File: config.mk
export PLATFORM = sky130hd
export DESIGN_NAME = seq_wide_adder
export DESIGN_NICKNAME = d
export VERILOG_FILES = /design/src/rtl/adder_pkg.sv /design/src/rtl/plus_adder_4.sv /design/src/rtl/seq_wide_adder.sv
export SDC_FILE = /design/constraint.sdc
export NUM_CORES = 1
export LEC_CHECK = 0
export BUFFER_PORTS_ARGS = -buffer_cell sky130_fd_sc_hd__buf_2
export CAP_MARGIN = 20
export CORE_MARGIN = 1.5
export CORE_UTILIZATION = 56
export DETAILED_ROUTE_END_ITERATION = 10
export HOLD_SLACK_MARGIN = 0.15
export PLACE_DENSITY_LB_ADDON = 0.08
export SYNTH_ARGS = -nofsm -noshare
export SYNTH_HDL_FRONTEND = slang
export SYNTH_SLANG_ARGS = --single-unit
export TNS_END_PERCENT = 5
File: constraint.sdc
create_clock -name clk -period 3.6 [get_ports clk]
set_input_delay 0 -clock clk [delete_from_list [all_inputs] [get_ports clk]]
set_output_delay 0 -clock clk [all_outputs]
set_load 0.1 [all_outputs]
File: src/rtl/adder_pkg.sv
// Shared definitions for the sequential chunked adder: FSM encoding and chunk width.
package adder_pkg;

    localparam int CHUNK_W = 4;

    typedef enum logic [1:0] {
        IDLE = 2'd0,
        ADD  = 2'd1,
        DONE = 2'd2
    } state_t;

endpackage

File: src/rtl/plus_adder_4.sv
// 4-bit ripple adder with carry-in and carry-out; the only adder in the datapath.
module plus_adder_4 (
    input  logic [3:0] a,
    input  logic [3:0] b,
    input  logic       cin,
    output logic [3:0] sum,
    output logic       cout
);

    assign {cout, sum} = {1'b0, a} + {1'b0, b} + {4'b0000, cin};

endmodule

File: src/rtl/seq_wide_adder.sv
// Sequential WIDTH-bit adder that processes one 4-bit chunk per cycle.
// Define SEQ_WIDE_ADDER_OVF_EN to register the signed overflow flag on ovf.
module seq_wide_adder
    import adder_pkg::*;
#(
    parameter int WIDTH = 16
) (
    input  logic             clk,
    input  logic             rst_n,
    input  logic             in_valid,
    output logic             in_ready,
    input  logic [WIDTH-1:0] a,
    input  logic [WIDTH-1:0] b,
    input  logic             cin,
    output logic             out_valid,
    input  logic             out_ready,
    output logic [WIDTH-1:0] sum,
    output logic             cout,
    output logic             ovf
);

    localparam int NCHUNK = WIDTH / CHUNK_W;
    localparam int IDX_W  = (NCHUNK > 1) ? $clog2(NCHUNK) : 1;
    localparam logic [IDX_W-1:0] LAST_IDX = IDX_W'(NCHUNK - 1);

    state_t               state, next_state;
    logic [WIDTH-1:0]     a_q, b_q, work_q, work_next;
    logic                 carry_q;
    logic [IDX_W-1:0]     idx;
    logic [CHUNK_W-1:0]   chunk_a, chunk_b, chunk_sum;
    logic                 chunk_cout;
    logic                 accept, last_chunk;

    // Handshakes: a transfer happens on a rising edge where valid and ready are both 1;
    // the offering side holds its data stable until that edge, and ready never depends on valid.
    assign accept     = in_valid && in_ready;
    assign last_chunk = (idx == LAST_IDX);
    assign chunk_a    = a_q[idx*CHUNK_W +: CHUNK_W];
    assign chunk_b    = b_q[idx*CHUNK_W +: CHUNK_W];

    plus_adder_4 u_chunk (
        .a    (chunk_a),
        .b    (chunk_b),
        .cin  (carry_q),
        .sum  (chunk_sum),
        .cout (chunk_cout)
    );

    always_comb begin
        work_next = work_q;
        work_next[idx*CHUNK_W +: CHUNK_W] = chunk_sum;
    end

    always_comb begin
        next_state = state;
        case (state)
            IDLE:    if (accept)     next_state = ADD;
            ADD:     if (last_chunk) next_state = DONE;
            DONE:    if (out_ready)  next_state = IDLE;
            default:                 next_state = IDLE;
        endcase
    end

    // Visible result (sum/cout) is loaded only on the last chunk, so it holds through ADD and IDLE.
    always_ff @(posedge clk or negedge rst_n) begin
        if (!rst_n) begin
            state     <= IDLE;
            in_ready  <= 1'b0;
            out_valid <= 1'b0;
            a_q       <= '0;
            b_q       <= '0;
            work_q    <= '0;
            carry_q   <= 1'b0;
            idx       <= '0;
            sum       <= '0;
            cout      <= 1'b0;
        end else begin
            state     <= next_state;
            in_ready  <= (next_state == IDLE);
            out_valid <= (next_state == DONE);
            if (accept) begin
                a_q     <= a;
                b_q     <= b;
                carry_q <= cin;
                idx     <= '0;
                work_q  <= '0;
            end else if (state == ADD) begin
                work_q  <= work_next;
                carry_q <= chunk_cout;
                idx     <= idx + 1'b1;
                if (last_chunk) begin
                    sum  <= work_next;
                    cout <= chunk_cout;
                end
            end
        end
    end

`ifdef SEQ_WIDE_ADDER_OVF_EN
    // Carry into the MSB is recovered from the MSB sum bit: c = a ^ b ^ s.
    always_ff @(posedge clk or negedge rst_n) begin
        if (!rst_n) begin
            ovf <= 1'b0;
        end else if (state == ADD && last_chunk) begin
            ovf <= chunk_a[CHUNK_W-1] ^ chunk_b[CHUNK_W-1] ^ chunk_sum[CHUNK_W-1] ^ chunk_cout;
        end
    end
`else
    assign ovf = 1'b0;
`endif

endmodule

==> results.toml, run 1 <==
[outcome]
status = "finished clean"

[route]
route.vias.total = 2727
ant_nets = 0
vias_per_cell = 5.27
drtPass1Iterations = 4
drt_iter0_markers = 155
routedWlPerCell_um = 15.0
routed_wirelength_mm = 7.74
drc = 0

[grt]
grt_pass1_wl_mm = 12.8
overflow = 0
first_global_vias = 2690
antenna_found_initial = 0
track_usage_pct = 26.9
grt_max_degree = 44

[sta]
period_minus_slack_ns = 2.99
hold_viol = 0
slew_headroom_pct = 39.3
period_share_pct = 83.0
tightest_slew_ns = 0.910
slew_violations = 0
finalSetupViolations = 0
fmax_mhz = 334
fin_ws_ns = 0.610
rsz0062_at_grt = "no"
setup_tns_ns = 0
skew_ns = 0.00947

[floorplan]
core-area_mm2 = 0.00592
die_area_mm2 = 0.00660
die_x_um = 81.2
boundaryPins = 57
die_y_um = 81.2
core.rowCount = 28
start_util_pct = 57.9

[layout]
diodes = 0
final_cells = 517
layout-drive-gt1-share_pct = 19.9
fin_nets = 486
syn2layout_area_growth_pct = 24.6
nFillCells = 439

[synthesis]
synth.most_common_cell = "nand2_1"
synthesis.area_mm2 = 0.00343
synth_edf_count = 0
yosysSeqAreaShare_pct = 52.6
synthAdderAreaFrac_pct = 4.45
ys.flop_type = "dfrtp_1"
synth-xor-area-share_pct = 0.766
avgSynthCellArea_um2 = 9.77
synth_compound_area_share_pct = 9.78
yosysTopAreaCellShare_pct = 52.6
synth_top_family_by_area = "simple AND/OR/NAND/NOR gates"
synth_cell_types = 32
synthArstFlopShare_pct = 100
yosysTopAreaCell = "dfrtp_1"
synth_common_cells = "107 x nand2_1, 72 x dfrtp_1, 32 x nor2_1"
yosysWarnings = 0
ys_ff_latch = 72
synthSimpleGateAreaFrac_pct = 21.8
synthCells = 351
synthMuxAreaShare_pct = 6.75
synth_area_leaders = "dfrtp_1 53%, nand2_1 12%, mux4_2 5.3%"
syn-num-nets = 399

[worst_setup_path]
crit_type = "reg -> reg"
critPathSlowestCell = "dfrtp_1"
endpoint_kind = "flop"
critPathLaunchType = "flop"
crit_top_cell = "fa_1"
critPathRequiredTime_ns = 3.87
arrival_ns = 3.26
slowest_delay_ns = 0.58
path_max_fanout = 7
crit_path_cell_trace = "mux4_2 -> fa_1 -> fa_1 -> xor2_1 -> and2_1 -> a22oi_1 -> nor2_1"

[worst_hold_path]
hold_path_class = "in -> reg"

[clock_tree]
clkTransAtPathRegs_ns = 0.08
clock_latency_ns = 0.35
cts_buffers = 9
cts_sinks = 72
cts.path.max_buffers = 2
cts-root-buf = "clkbuf_8"
tritoncts = "yes"
htree_levels = 3
cts_setup_buffers = 0

[place]
hpwl_mm = 4.94
dp_slack_ns = 0.638
port_buffers = 55
gp_congestion = 0.888
dp.cells = 467

[job]
max-cap-violations = 0
[final timing paths]
kind                             end     start  cells past startpoint  slack, ns
max                        work_q[6]    idx[0]                      7       0.61
min                          a_q[12]  in_valid                      5       0.24
max reg2reg                work_q[6]    idx[0]                      7       0.61
min reg2reg                  b_q[10]   b_q[10]                      2       0.47
max in group asynchronous    b_q[14]     rst_n                      3       2.37
min in group asynchronous     a_q[2]     rst_n                      2       0.25
[cell families (layout without fill, tap and decap cells)]
| kind of cell | Yosys count | count (layout) |
|---|---|---|
| other | 1 | 1 |
| buffers and inverters | 24 | 115 |
| flip-flops | 72 | 72 |
| AND/OR/NAND/NOR | 171 | 171 |
| XOR/XNOR | 3 | 3 |
| multiplexers | 13 | 13 |
| adder cells (fa/ha/maj) | 11 | 11 |
| AO/OA/AOI/OAI | 56 | 56 |
[metal layers]
layer / track usage, % / wire length [um] / up-vias
met1: 32.3 / 3250 / 1295
met4: 12.8 / 187 / 0
met3: 5.62 / 290 / 13
li1: - / - / 1338
met2: 46.1 / 4010 / 81
met5: 0 / 0 / -
[layout make-up]
type                            count  area [um2]  area share, %
Timing Repair Buffer               98         686           16.0
Clock buffer                       12         145           3.40
Clock inverter                      3        42.5          0.996
Inverter                            2        7.51          0.176
Sequential cell                    72        1800           42.2
Multi-Input combinational cell    255        1500           35.0
Tap cell                           75        93.8           2.20
[state kept, by name, indices dropped and copies added (netlist names)]
| register | flops |
|---|---|
| a_q | 16 |
| b_q | 16 |
| sum | 16 |
| work_q | 16 |
| idx | 2 |
| state | 2 |
| carry_q | 1 |
| cout | 1 |
| in_ready | 1 |
| out_valid | 1 |
[cell usage in the layout, fill, tap and decap left out, drive strengths merged, types with 8 or more instances in the layout]
master	n
a21oi	30
a32oi	8
buf	63
clkbuf	12
dfrtp	72
dlygate4sd3	35
ha	9
mux4	8
nand2	107
nand3	8
nor2	32
nor2b	17
o21ai	9
[critical path, delay by kind of cell (launching register included)]
kind                     cells  cell delay, ns
AO/OA/AOI/OAI                1            0.11
XOR/XNOR                     1            0.36
adder cells (fa/ha/maj)      2            0.88
flip-flops                   1            0.58
multiplexers                 1            0.57
AND/OR/NAND/NOR              2            0.42
[timing repair]
action	CTS	global route
hold buffers	35	0
resized for setup	0	0
hold endpoints to repair	68	0
[metrics by stage]
| stage | hold WS (ns) | area, um2 | utilization, % |
|---|---|---|---|
| after floorplan | -0.296 | 3430 | - |
| after global placement | 0.102 | 3730 | 63.1 |
| after detailed placement | 0.103 | 3730 | 63.1 |
| after CTS | 0.224 | 4270 | 72.2 |
| after global routing | 0.265 | 4270 | 72.2 |
| final | 0.236 | 4270 | 72.2 |
Power of run 1 is left out: the tool's default activity adds up to more than one toggle a clock period on the data nets, which glitch-free logic cannot reach.
==> run 2, diff against run 1 <==
Settings changed: ABC_AREA set to 1, CORE_UTILIZATION 56 to 50.
Clock period 3.6 ns to 2.5 ns, I/O delays scaled along.
==> run 2 against run 1 <==
  * First-iteration DRC count is 32% higher
  * Area after synthesis decreased by 0.26%
  * Sequential share of layout area down 0.67 points
  * Fmax grew 30%
  * Flip-flop and latch count unchanged
  * Synthesized cell count up 19%
  * Register-to-register slack got worse by 0.41 ns
  * Die area is 11% higher
  * Non-clock buffer count is 4 higher
  * Worst hold slack got worse by 0.041 ns
  * Setup slack worse by 0.41 ns
  * Critical path depth rose by 3
  * Critical endpoint unchanged
  * Largest cell class unchanged
  * Highest routed layer unchanged
==> results.toml, run 2 <==
[outcome]
status = "finished clean"

[grt]
grt_max_degree = 40
grt_pass1_wl_mm = 13.7
antenna_found_initial = 0
overflow = 0
first_global_vias = 2960
track_usage_pct = 24.2

[layout]
final_common_cell = "nand2_1"
fin_nets = 564
nFillCells = 550
final_cells = 598
syn2layout_area_growth_pct = 27.1
final_cell_mix = "187 x nand2_1, 70 x dfrtp_1, 55 x buf_2, 35 x dlygate4sd3_1"
multi_input_area_mm2 = 0.00143
diodes = 0
layout-drive-gt1-share_pct = 19.6
ff_latch_area_mm2 = 0.00180
finalInstanceArea_mm2 = 0.00435

[sta]
slew_headroom_pct = 48.5
tightest_slew_ns = 0.773
hold_viol = 0
slew_violations = 0
skew_ns = 0.0117
fin_ws_ns = 0.204
fmax_mhz = 436
period_minus_slack_ns = 2.30
timing.hold.ws_ns = 0.195
period_share_pct = 91.8
finalSetupViolations = 0

[synthesis]
ys_ff_latch = 72
synth_top_family_by_area = "simple AND/OR/NAND/NOR gates"
avgSynthCellArea_um2 = 8.16
ys.flop_type = "dfrtp_1"
synth_compound_area_share_pct = 9.62
synthCells = 419
synth-xor-area-share_pct = 0.256
synth_common_cells = "187 x nand2_1, 72 x dfrtp_1, 32 x o21ai_0"
synth_area_leaders = "dfrtp_1 53%, nand2_1 21%, o21ai_0 4.7%"
synthesis.area_mm2 = 0.00342
synthSimpleGateAreaFrac_pct = 26.6
synth.most_common_cell = "nand2_1"
syn-num-nets = 467
yosysTopAreaCell = "dfrtp_1"
yosysWarnings = 0
synthArstFlopShare_pct = 100
yosysTopAreaCellShare_pct = 52.7
synthAdderAreaFrac_pct = 4.46
synth_cell_types = 29
synth_edf_count = 0
synthMuxAreaShare_pct = 0
yosysSeqAreaShare_pct = 52.7

[worst_setup_path]
arrival_ns = 2.59
crit_top_cell = "nand2_1"
crit_path_cell_trace = "o21ai_1 -> o22ai_2 -> fa_2 -> fa_2 -> xnor2_1 -> nor2_1 -> nand2_1 -> o21ai_2 -> nand2_1 -> nand2_1"
slowest_delay_ns = 0.46
critPathSlowestCell = "dfrtp_2"
crit_type = "reg -> reg"
critPathLaunchType = "flop"
crit_family = "adder cells"
critPathRequiredTime_ns = 2.80
path_max_fanout = 8
cp.buffers_inverters = 0
endpoint_kind = "flop"

[route]
routedWlPerCell_um = 13.4
ant_nets = 0
drt_iter0_markers = 205
routed_wirelength_mm = 8.03
route.vias.total = 2987
drc = 0
vias_per_cell = 4.99
drtPass1Iterations = 6

[place]
gp_congestion = 0.844
dp.cells = 543
postPlaceCellArea_mm2 = 0.00377
hpwl_mm = 5.38
port_buffers = 55
dp_slack_ns = -0.0677

[clock_tree]
cts_buffers = 9
cts_sinks = 72
tritoncts = "yes"
clock_latency_ns = 0.35
clkTransAtPathRegs_ns = 0.08
cts.path.max_buffers = 2
htree_levels = 3
cts-root-buf = "clkbuf_8"

[pwr]
p_leak_uw = 0.00232
p_total_uw = 5910
power.density_mw_per_mm2 = 1360
ir_worst_vdd_v = 0.000563

[floorplan]
start_util_pct = 52.6
core.rowCount = 29
die_x_um = 85.7
die_area_mm2 = 0.00734
core-area_mm2 = 0.00649
boundaryPins = 57
die_y_um = 85.7

[job]
max-cap-violations = 0

[worst_hold_path]
hold_path_class = "in -> reg"
-- run 2: changes by cell type in the layout (fill, tap and decap cells not counted), moves of 4 or more --
cell     before  now
a21oi_1      30    3
a22oi_1       4    0
a32oi_1       8    0
inv_1         2   26
inv_2         0    4
mux2i_1       4    0
mux4_2        8    0
nand2_1     107  187
nor2_1       32   21
nor2b_1      17    0
o21ai_0       4   26
o22ai_1       0   15
-- run 2: metrics by stage --
step / utilization [%] / TNS (ns)
after floorplan: - / -0.0181
after global placement: 58.1 / 0
after detailed placement: 58.1 / -0.222
final: 66.9 / 0
after CTS: 66.1 / 0
after global routing: 66.9 / -0.0113
-- run 2: cell families after synthesis --
kind of cell / after synthesis
fa+ha+maj: 11
xor+xnor: 1
simple gates: 226
flops: 72
other cells: 1
compound gates: 60
buf+inv: 48
-- run 2: final cells by class --
cell class	count	share of cell area, %
clock buffer	12	3.34
clock inverter	4	0.460
inverter	32	2.88
timing repair buffer	102	16.7
tap	77	2.22
multi-input combinational	299	32.9
sequential	72	41.5
-- run 2: what timing repair did --
item | in CTS | in global routing
resized for setup | 2 | 15
setup buffers | 0 | 4
endpoints found under the setup margin | 5 | 6
pin swaps | 0 | 6
hold endpoints to repair | 69 | 0
hold buffers | 35 | 0
-- run 2: power breakdown --
| part | switching (uW) | internal, uW |
|---|---|---|
| clock network | 424 | 381 |
| logic | 2270 | 974 |
| registers | 267 | 1590 |
-- run 2: layer usage --
layer	track usage, %	part of all wire [%]
met1	31.9	45
met2	39.7	49
met3	4.72	3.7
met4	9.24	1.8
met5	0	0
-- run 2: final timing paths --
check / depth (start not counted) / from / slack (ns) / to
max: 10 / idx[0] / 0.20 / work_q[6]
min: 4 / in_valid / 0.20 / b_q[13]
max reg2reg: 10 / idx[0] / 0.20 / work_q[6]
min reg2reg: 2 / sum[5] / 0.47 / sum[5]
max in group asynchronous: 3 / rst_n / 1.57 / sum[7]
min in group asynchronous: 2 / rst_n / 0.27 / out_valid
-- run 2: worst min-delay path, stage by stage --
cell	delay, ns
buf_2	0.10
nand2_4	0.22
nand2_1	0.13
nand2_1	0.05
(Power assumes the default switching activity.)
